$ cat src/rtl/aes_dec_pkg.sv
// Shared types and helpers for the AES-256 decryption datapath.
//   state_t   : 128-bit AES state, column c at bits [127-32c -: 32],
//               row-0 byte is the MSB of each column.
//   col_t     : one 32-bit column.
//   NUM_COLS  : columns per state.
//   state_e   : FSM encoding shared by the round stages.
//   get_col() : extracts column c from a state.
package aes_dec_pkg;

  typedef logic [127:0] state_t;
  typedef logic [31:0]  col_t;

  localparam int NUM_COLS = 4;

  typedef enum logic [1:0] {
    IDLE = 2'd0,
    BUSY = 2'd1,
    DONE = 2'd2
  } state_e;

  function automatic col_t get_col(input state_t s, input logic [1:0] c);
    col_t col;
    case (c)
      2'd0:    col = s[127:96];
      2'd1:    col = s[95:64];
      2'd2:    col = s[63:32];
      default: col = s[31:0];
    endcase
    return col;
  endfunction

endpackage

$ cat src/rtl/MixColumnHelper.sv
// InvMixColumns on a single column, purely combinational.
//   col_i : input column  {a0,a1,a2,a3}, a0 = row 0 (MSB)
//   col_o : output column {b0,b1,b2,b3}
// Matrix rows: {0e,0b,0d,09} rotated right by one per output row.
module MixColumnHelper
  import aes_dec_pkg::*;
(
  input  col_t col_i,
  output col_t col_o
);

  // Multiply by x in GF(2^8) with the AES polynomial 0x11b.
  function automatic logic [7:0] xt(input logic [7:0] b);
    return {b[6:0], 1'b0} ^ (b[7] ? 8'h1b : 8'h00);
  endfunction

  function automatic logic [7:0] mul09(input logic [7:0] b);
    return xt(xt(xt(b))) ^ b;
  endfunction

  function automatic logic [7:0] mul0b(input logic [7:0] b);
    return xt(xt(xt(b))) ^ xt(b) ^ b;
  endfunction

  function automatic logic [7:0] mul0d(input logic [7:0] b);
    return xt(xt(xt(b))) ^ xt(xt(b)) ^ b;
  endfunction

  function automatic logic [7:0] mul0e(input logic [7:0] b);
    return xt(xt(xt(b))) ^ xt(xt(b)) ^ xt(b);
  endfunction

  logic [7:0] a0, a1, a2, a3;

  assign a0 = col_i[31:24];
  assign a1 = col_i[23:16];
  assign a2 = col_i[15:8];
  assign a3 = col_i[7:0];

  assign col_o[31:24] = mul0e(a0) ^ mul0b(a1) ^ mul0d(a2) ^ mul09(a3);
  assign col_o[23:16] = mul09(a0) ^ mul0e(a1) ^ mul0b(a2) ^ mul0d(a3);
  assign col_o[15:8]  = mul0d(a0) ^ mul09(a1) ^ mul0e(a2) ^ mul0b(a3);
  assign col_o[7:0]   = mul0b(a0) ^ mul0d(a1) ^ mul09(a2) ^ mul0e(a3);

endmodule

$ cat src/rtl/inv_addkey_mixcol_stage.sv
// AES-256 decryption round stage: AddRoundKey followed by column-serial
// InvMixColumns (bypassed on the final round). One transaction in flight.
//   clk, rst            : clock, asynchronous active-high reset
//   in_valid / in_ready : input handshake (state_in, round_key, skip_mix)
//   out_valid/out_ready : output handshake (state_out)
//   state_out           : result, equals the work register at all times
//   busy                : high while a transaction is held (BUSY or DONE)
//   dbg_state           : current FSM state for observation
//
// Handshakes: a transfer happens on a rising edge where valid and ready
// are both 1. in_ready is high only in IDLE, out_valid only in DONE; once
// out_valid is high, state_out holds steady until the output transfer.
module inv_addkey_mixcol_stage
  import aes_dec_pkg::*;
#(
  parameter int COLS_PER_CYCLE = 1
) (
  input  logic         clk,
  input  logic         rst,
  input  logic         in_valid,
  output logic         in_ready,
  input  logic [127:0] state_in,
  input  logic [127:0] round_key,
  input  logic         skip_mix,
  output logic         out_valid,
  input  logic         out_ready,
  output logic [127:0] state_out,
  output logic         busy,
  output logic [1:0]   dbg_state
);

  if (!(COLS_PER_CYCLE == 1 || COLS_PER_CYCLE == 2 || COLS_PER_CYCLE == 4)) begin : g_bad_param
    $error("COLS_PER_CYCLE must be 1, 2 or 4");
  end

  state_e     state_q, state_d;
  state_t     work_q, work_d;
  logic [1:0] col_cnt_q, col_cnt_d;

  col_t mix_in  [COLS_PER_CYCLE];
  col_t mix_out [COLS_PER_CYCLE];

  // Group g of the current BUSY cycle handles column col_cnt_q + g.
  for (genvar g = 0; g < COLS_PER_CYCLE; g++) begin : g_mix
    assign mix_in[g] = get_col(work_q, col_cnt_q + 2'(g));
    MixColumnHelper u_mix (
      .col_i (mix_in[g]),
      .col_o (mix_out[g])
    );
  end

  // The last group of a pass starts at column NUM_COLS - COLS_PER_CYCLE.
  logic last_group;
  assign last_group = (col_cnt_q == 2'(NUM_COLS - COLS_PER_CYCLE));

  always_comb begin
    state_d   = state_q;
    work_d    = work_q;
    col_cnt_d = col_cnt_q;
    case (state_q)
      IDLE: begin
        if (in_valid) begin
          work_d    = state_in ^ round_key;
          col_cnt_d = 2'd0;
          state_d   = skip_mix ? DONE : BUSY;
        end
      end
      BUSY: begin
        for (int c = 0; c < NUM_COLS; c++) begin
          for (int g = 0; g < COLS_PER_CYCLE; g++) begin
            if (col_cnt_q + 2'(g) == 2'(c)) begin
              work_d[127-32*c -: 32] = mix_out[g];
            end
          end
        end
        col_cnt_d = col_cnt_q + 2'(COLS_PER_CYCLE);
        if (last_group) begin
          state_d = DONE;
        end
      end
      DONE: begin
        if (out_ready) begin
          state_d = IDLE;
        end
      end
      default: begin
        state_d = IDLE;
      end
    endcase
  end

  always_ff @(posedge clk or posedge rst) begin
    if (rst) begin
      state_q   <= IDLE;
      work_q    <= '0;
      col_cnt_q <= 2'd0;
    end else begin
      state_q   <= state_d;
      work_q    <= work_d;
      col_cnt_q <= col_cnt_d;
    end
  end

  assign in_ready  = (state_q == IDLE);
  assign out_valid = (state_q == DONE);
  assign busy      = (state_q == BUSY) || (state_q == DONE);
  assign state_out = work_q;
  assign dbg_state = state_q;

endmodule

$ cat config.mk
export PLATFORM = sky130hd
export DESIGN_NAME = inv_addkey_mixcol_stage
export DESIGN_NICKNAME = d
export VERILOG_FILES = /design/src/rtl/aes_dec_pkg.sv /design/src/rtl/MixColumnHelper.sv /design/src/rtl/inv_addkey_mixcol_stage.sv
export SDC_FILE = /design/constraint.sdc
export NUM_CORES = 1
export LEC_CHECK = 0
export ABC_AREA = 1
export BUFFER_PORTS_ARGS = -buffer_cell sky130_fd_sc_hd__buf_2
export CORE_AREA = 2 2 153 155
export CTS_BUF_LIST = sky130_fd_sc_hd__clkbuf_4 sky130_fd_sc_hd__clkbuf_8 sky130_fd_sc_hd__clkbuf_16
export CTS_CLUSTER_DIAMETER = 60
export DETAILED_ROUTE_END_ITERATION = 16
export DIE_AREA = 0 0 155 157
export PLACE_DENSITY = 0.82
export SLEW_MARGIN = 20
export SYNTH_ARGS = -nofsm -noshare
export SYNTH_HDL_FRONTEND = slang
export SYNTH_SLANG_ARGS = --single-unit
$ cat constraint.sdc
create_clock -name clk -period 11.29 [get_ports clk]
set_input_delay 1.6935 -clock clk [delete_from_list [all_inputs] [get_ports clk]]
set_output_delay 1.6935 -clock clk [all_outputs]
set_load 0.05 [all_outputs]
[After elaboration in Yosys (flattened, before gate mapping)]
Index checks and enable logic that the tools add are counted.
Operators by class
  add/sub/neg operators: 1
  eq/ne operators: 11
  multiplexer cells: 26
  bitwise operators: 49
  reductions and logical operators: 10
Operators with widths (count)
  bitwise XOR 8 bit: 48
  one-hot mux 128 bit (2 select lines): 1
  two-way mux 128 bit: 1
  two-way mux 32 bit: 4
  bitwise XOR 128 bit: 1
  one-hot mux 32 bit (3 select lines): 1
  two-way mux 5 bit: 12
  AND reduction 3 bit: 5
  two-way mux 2 bit: 5
  inequality test 2 bit (second input constant): 5
  == test 2 bit (second input constant): 3
  one-hot mux 2 bit (3 select lines): 1
  == test 2 x 1 -> 1 bit (second input constant): 2
  zero test 2 bit: 2
  one-hot mux 2 bit (2 select lines): 1
  adder 2 x 1 -> 2 bit (second input constant): 1
  inequality test 2 x 1 -> 1 bit (second input constant): 1
  AND reduction 2 bit: 1
  nonzero test 2 bit: 1
  logical OR 1 bit: 1
Storage, ports and cells
  bits in registers: 132
  input port bits: 261
  output and inout bits: 133
  logic and storage cells: 103

[Logic depth before layout (Yosys ltp)]
  word-level depth: 15
  mapped depth: 23
  mapped depth without buffers: 21

[By module]
From an unflattened synthesis, not the netlist that was laid out.
Unflattened totals
  cell total of the unflattened synthesis: 2251
  area, all modules: 13151.4 um^2
Modules (own cells, without submodules)
  inv_addkey_mixcol_stage: instances 1, cells an instance 1589, area an instance 9514.1 um^2, seq. area each 3303.2 um^2
  MixColumnHelper: instances 1, cells an instance 662, area an instance 3637.2 um^2, seq. area each 0.0 um^2

[Worst setup path after synthesis]
OpenSTA, ideal clock, no wires.
  path type: reg2out
  start: reg state_q[0] (netlist: dbg_state[0])
  end: out busy
  arrival: 1333 ps
  data required time: 9596 ps
  path slack: 8264 ps
  stages on the path, launching flop included: 3
  path buffers: 0
  cells stage by stage: dfrtp_1 > inv_1 > ha_1
On the way
  longest elaborated chain between the ends: 2
  elaborated cells on any way between the ends: 3
Ends and longest elaborated chain
  from (decl): RTL line inv_addkey_mixcol_stage.sv:36  | state_e state_q, state_d;
  from (signal assigned): RTL line inv_addkey_mixcol_stage.sv:98  | state_q <= state_d;
  == test 2 x 1 -> 1 bit / == test 2 bit (equally long branches): RTL line inv_addkey_mixcol_stage.sv:106  | assign busy = (state_q == BUSY) || (state_q == DONE);
  logical OR 1 bit (*): RTL line inv_addkey_mixcol_stage.sv:106
  to (decl): RTL line inv_addkey_mixcol_stage.sv:28  | output logic busy,
Every way passes the cells marked *; elsewhere a longest branch is shown, timed or not.

[Worst setup path after layout]
  start: reg col_cnt_q[0]
  end: reg work_q[74] (netlist: state_out[74])
On the way
  longest elaborated chain between the ends: 13
  elaborated cells on any way between the ends: 38
Ends and longest elaborated chain
  from (decl): RTL line inv_addkey_mixcol_stage.sv:38  | logic [1:0] col_cnt_q, col_cnt_d;
  from (signal assigned): RTL line inv_addkey_mixcol_stage.sv:100  | col_cnt_q <= col_cnt_d;
  == test 2 bit, or another cell as far along: RTL line aes_dec_pkg.sv:23  | case (c)
  one-hot mux 32 bit (3 select lines): RTL line aes_dec_pkg.sv:23
  two-way mux 5 bit / bitwise XOR 8 bit (equally long branches): RTL line MixColumnHelper.sv:14  | return {b[6:0], 1'b0} ^ (b[7] ? 8'h1b : 8'h00);
  bitwise XOR 8 bit / two-way mux 5 bit (equally long branches): RTL line MixColumnHelper.sv:14
  bitwise XOR 8 bit (2 in series): RTL line MixColumnHelper.sv:14
  bitwise XOR 8 bit (2 in series): RTL line MixColumnHelper.sv:26  | return xt(xt(xt(b))) ^ xt(xt(b)) ^ b;
  bitwise XOR 8 bit (3 in series): RTL line MixColumnHelper.sv:42  | assign col_o[15:8] = mul0d(a0) ^ mul09(a1) ^ mul0e(a2) ^ mul0b(a3);
  two-way mux 32 bit: RTL line inv_addkey_mixcol_stage.sv:71  | if (col_cnt_q + 2'(g) == 2'(c)) begin
  one-hot mux 128 bit (2 select lines): RTL line inv_addkey_mixcol_stage.sv:60  | case (state_q)
  to (signal assigned): RTL line inv_addkey_mixcol_stage.sv:99  | work_q <= work_d;
  to (decl): RTL line inv_addkey_mixcol_stage.sv:37  | state_t work_q, work_d;
Parallel ways exist; a longest one is shown, timed or not. The select of a mux whose other input is x is not followed.
A chain may end at the register's enable or synchronous reset.

==> impl_results.rst <==
.. list-table::
   :header-rows: 1

   * - Metric
     - Value
   * - Min-Delay Path Class
     - reg -> reg
   * - Fill cell total of the finished layout
     - 2137
   * - Number of setup violations in the final report
     - 0
   * - Number of flops mapped to enable cells by yosys
     - 0
   * - Ys async rst share
     - between 90% and 100%
   * - Result of the run
     - finished clean
   * - Clock transition at the registers of the reported paths
     - 0.07 ns
   * - Top achievable clock speed
     - 240.1 MHz
   * - Clock Skews
     - 0.01167 ns
   * - Setup repair after global routing missed its margin
     - no
   * - Core Region
     - about 23000 um2
   * - Cell type with the highest aggregate area in the netlist
     - dfrtp_1
   * - Height of the die
     - around 160 um
   * - R2r setup slk
     - roughly 7.1 ns
   * - Width of the die
     - 155 um
   * - Crit path capture
     - state_out[74]
   * - Instance count of the mapped netlist
     - 1873
   * - Post-synthesis instance area
     - approximately 12000 um2
   * - Average via count per standard cell
     - 5.793
   * - Final setup TNS
     - 0 ns
   * - Post-cts repair resize count
     - 0
   * - Depth of the most critical reg-to-reg path
     - 12
   * - Antenna violations before repair
     - 0
   * - Global Route Usage Sum
     - 41.80%
   * - Post-route ant nets
     - 0
   * - Clock latency on the worst-skew pair
     - 0.44 ns
   * - Maximum number of buffers from clock root to sink
     - 2
   * - Number of iterations in the first detailed-routing pass
     - 5
   * - Net count of the mapped netlist
     - roughly 2100
   * - Count of hold-fix buffers inserted at cts
     - 0
   * - Number of design-rule violations left by the first detailed-router iteration
     - 1436
   * - Area occupied by multi-input gates
     - ~7800 um2
   * - Share of the synthesized area in the top cell type
     - 27.98%
   * - Capture instance of the worst register-to-register path
     - state_out[74]
   * - FP Rows
     - between 50 and 60
   * - Classification of the worst setup path
     - reg -> reg
   * - Final Hold Viols
     - 0
   * - Inserted Clock Buffers
     - 17
   * - Worst setup path start
     - col_cnt_q[0]
   * - Root Buffer Master
     - clkbuf_16
   * - Remaining max-slew budget at the tightest pin
     - 28.90%
   * - Pin count of the biggest net entering global routing
     - between 100 and 150
   * - # DRC
     - 0
   * - Storage cell area
     - 3303 um2
   * - HPWL after detailed placement
     - between 40000 and 50000 um
   * - Per-instance average area after synthesis
     - about 6.3 um2
   * - Vias
     - 14668
   * - Number of global-route vias before repair
     - 13410
   * - Die Outline Area
     - 24340 um2
   * - Syn. warnings
     - 0
   * - Final min period
     - 4.166 ns
   * - Num ports
     - ~400
   * - Clock net sink count
     - 132
   * - Arrival time at the worst endpoint
     - 4.53 ns
   * - RD Place Congestion
     - 0.9974
   * - Global-route wire length before repair
     - a little under 80000 um
   * - Total Nets Final
     - 2502
   * - CTS tree
     - yes
   * - Most frequently used flop master after synthesis
     - dfrtp_1
   * - Synthesis-to-finish area growth
     - 23.33%
   * - Crit path required time
     - 11.65 ns
   * - Share of synthesized area occupied by flip-flops and latches
     - 27.98%
   * - Number of setup buffers added after CTS
     - 0
   * - CTS H-Tree Depth
     - 4
   * - Count of max-cap constraint violations
     - 0
   * - Worst Tran Pin Value
     - between 1 and 1.5 ns
   * - Beginning of the worst register-to-register path
     - col_cnt_q[0]
   * - Initial Utilization
     - 52.46%
   * - Antenna fix cells
     - 0
   * - Number of pins with negative max-slew slack in the final report
     - 0
   * - Routed wire per std cell
     - 20.21 um
   * - Ratio of cells with drive above 1 in the final layout
     - 22.65%
   * - Type of element capturing the critical path
     - register
   * - Number of buffers added on ports
     - 393
   * - GR Overflow Total
     - 0
   * - CP Launch Type
     - register
   * - Synth top area cells
     - dfrtp_1 (28%), nand2_1 (18%), a21oi_1 (11%)
   * - Number of distinct library cell variants in the gate-level netlist after synthesis
     - 48
   * - Top fanout value on the critical path
     - 63
   * - Total Wirelength
     - 51180 um
   * - Number of storage elements in the synthesis netlist
     - 132
   * - Portion of the clock cycle consumed by the worst path in the final layout
     - 36.90%
[layout by cell type (no fill, tap or decap), drive strengths merged]
cell type,n
nand3,104
dfrtp,132
ha,7
nand2,578
o21ai,144
nand3b,10
nand2b,1
bufinv,2
a21oi,252
clkinv,6
xnor2,29
clkbuf,17
a31oi,7
a22o,1
xnor3,1
o21bai,10
or2,2
a22oi,7
nand4,2
buf,404
nor2,306
o22ai,15
a21o,1
o21a,1
o31ai,1
xor2,97
a211oi,1
inv,109
[through the flow]
stage	setup slack [ns]	std cells	hold WS, ns	cell area (um2)	utilization (%)
final	7.124	2532	0.5567	14560	64.70
after global routing	6.835	2532	0.5853	14560	64.70
after floorplan	6.070	1873	0.5797	11810	-
after detailed placement	7.089	2500	0.5404	13930	61.91
after global placement	6.862	2500	0.5248	13930	61.91
after CTS	7.224	2532	0.5579	14560	64.70
[flip-flops by register name, summed over array words and instances (netlist names)]
signal	count
state_out	128
col_cnt_q	2
dbg_state	2
[cell families after synthesis]
| logic type | count (synthesis) | synth area share (%) |
|---|---|---|
| AND/OR/NAND/NOR | 1003 | 34.48 |
| AO/OA/AOI/OAI | 440 | 21.06 |
| buffers and inverters | 164 | 6.010 |
| flip-flops | 132 | 27.98 |
| XOR/XNOR | 127 | 9.730 |
| adder cells (fa/ha/maj) | 7 | 0.7419 |
[layout make-up]
cell class                      count  area share, %
Inverter                          102          2.690
Timing Repair Buffer              404          14.08
Clock buffer                       17          2.922
Clock inverter                     15          1.384
Multi-Input combinational cell   1577          53.79
Sequential cell                   132          22.69
Tap cell                          285          2.449
[Yosys cell counts, types with 2 or more instances]
cell and n:
nand2_1 564, nor2_1 300, a21oi_1 251, o21ai_0 137
dfrtp_1 132, inv_1 98, xor2_1 94, nand3_1 92
clkbuf_1 39, xnor2_1 29, nand2_2 12, nand3_2 12
buf_2 10, nand3b_1 10, o22ai_2 9, a22oi_1 7
a31oi_1 7, buf_6 7, ha_1 7, nor2_2 5
o22ai_4 5, buf_4 4, o21ai_2 4, o21bai_1 4
o21bai_2 3, o21bai_4 3, xor2_2 3, inv_2 2
nand2_4 2, nand4_1 2, o21ai_1 2
[metal layers]
metal	GRT usage (%)	vias to the layer above	part of all wire [%]
met5	0	-	0
met4	17.24	0	4.6
met1	55.91	6744	39
met2	66.16	937	45
li1	-	6837	-
met3	8.728	150	11
[worst min path at each step]
| stage | slack [ns] | from | end | cells past startpoint |
|---|---|---|---|---|
| after floorplan | 0.58 | col_cnt_q[1] | col_cnt_q[1] | 2 |
| after global routing | 0.59 | state_out[119] | state_out[119] | 2 |
| after global placement | 0.52 | dbg_state[1] | dbg_state[1] | 2 |
| after detailed placement | 0.54 | state_out[87] | state_out[87] | 2 |
| after CTS | 0.56 | state_out[62] | state_out[62] | 2 |
| final | 0.56 | state_out[69] | state_out[69] | 2 |
[critical path, cell delays in order, from the launching register on]
cell and delay (ns):
dfrtp_1 0.40, ha_1 0.31, inv_4 0.66, nand2_1 0.16, o21bai_1 0.83, nand2_1 0.20, nand2_1 0.18, xor2_1 0.37
inv_1 0.17, nand2_1 0.12, a21oi_1 0.06, nand3b_1 0.37, a21oi_1 0.23
Power is not shown: default switching activity piles up to over one toggle a cycle in this logic, so the estimate is an artifact.
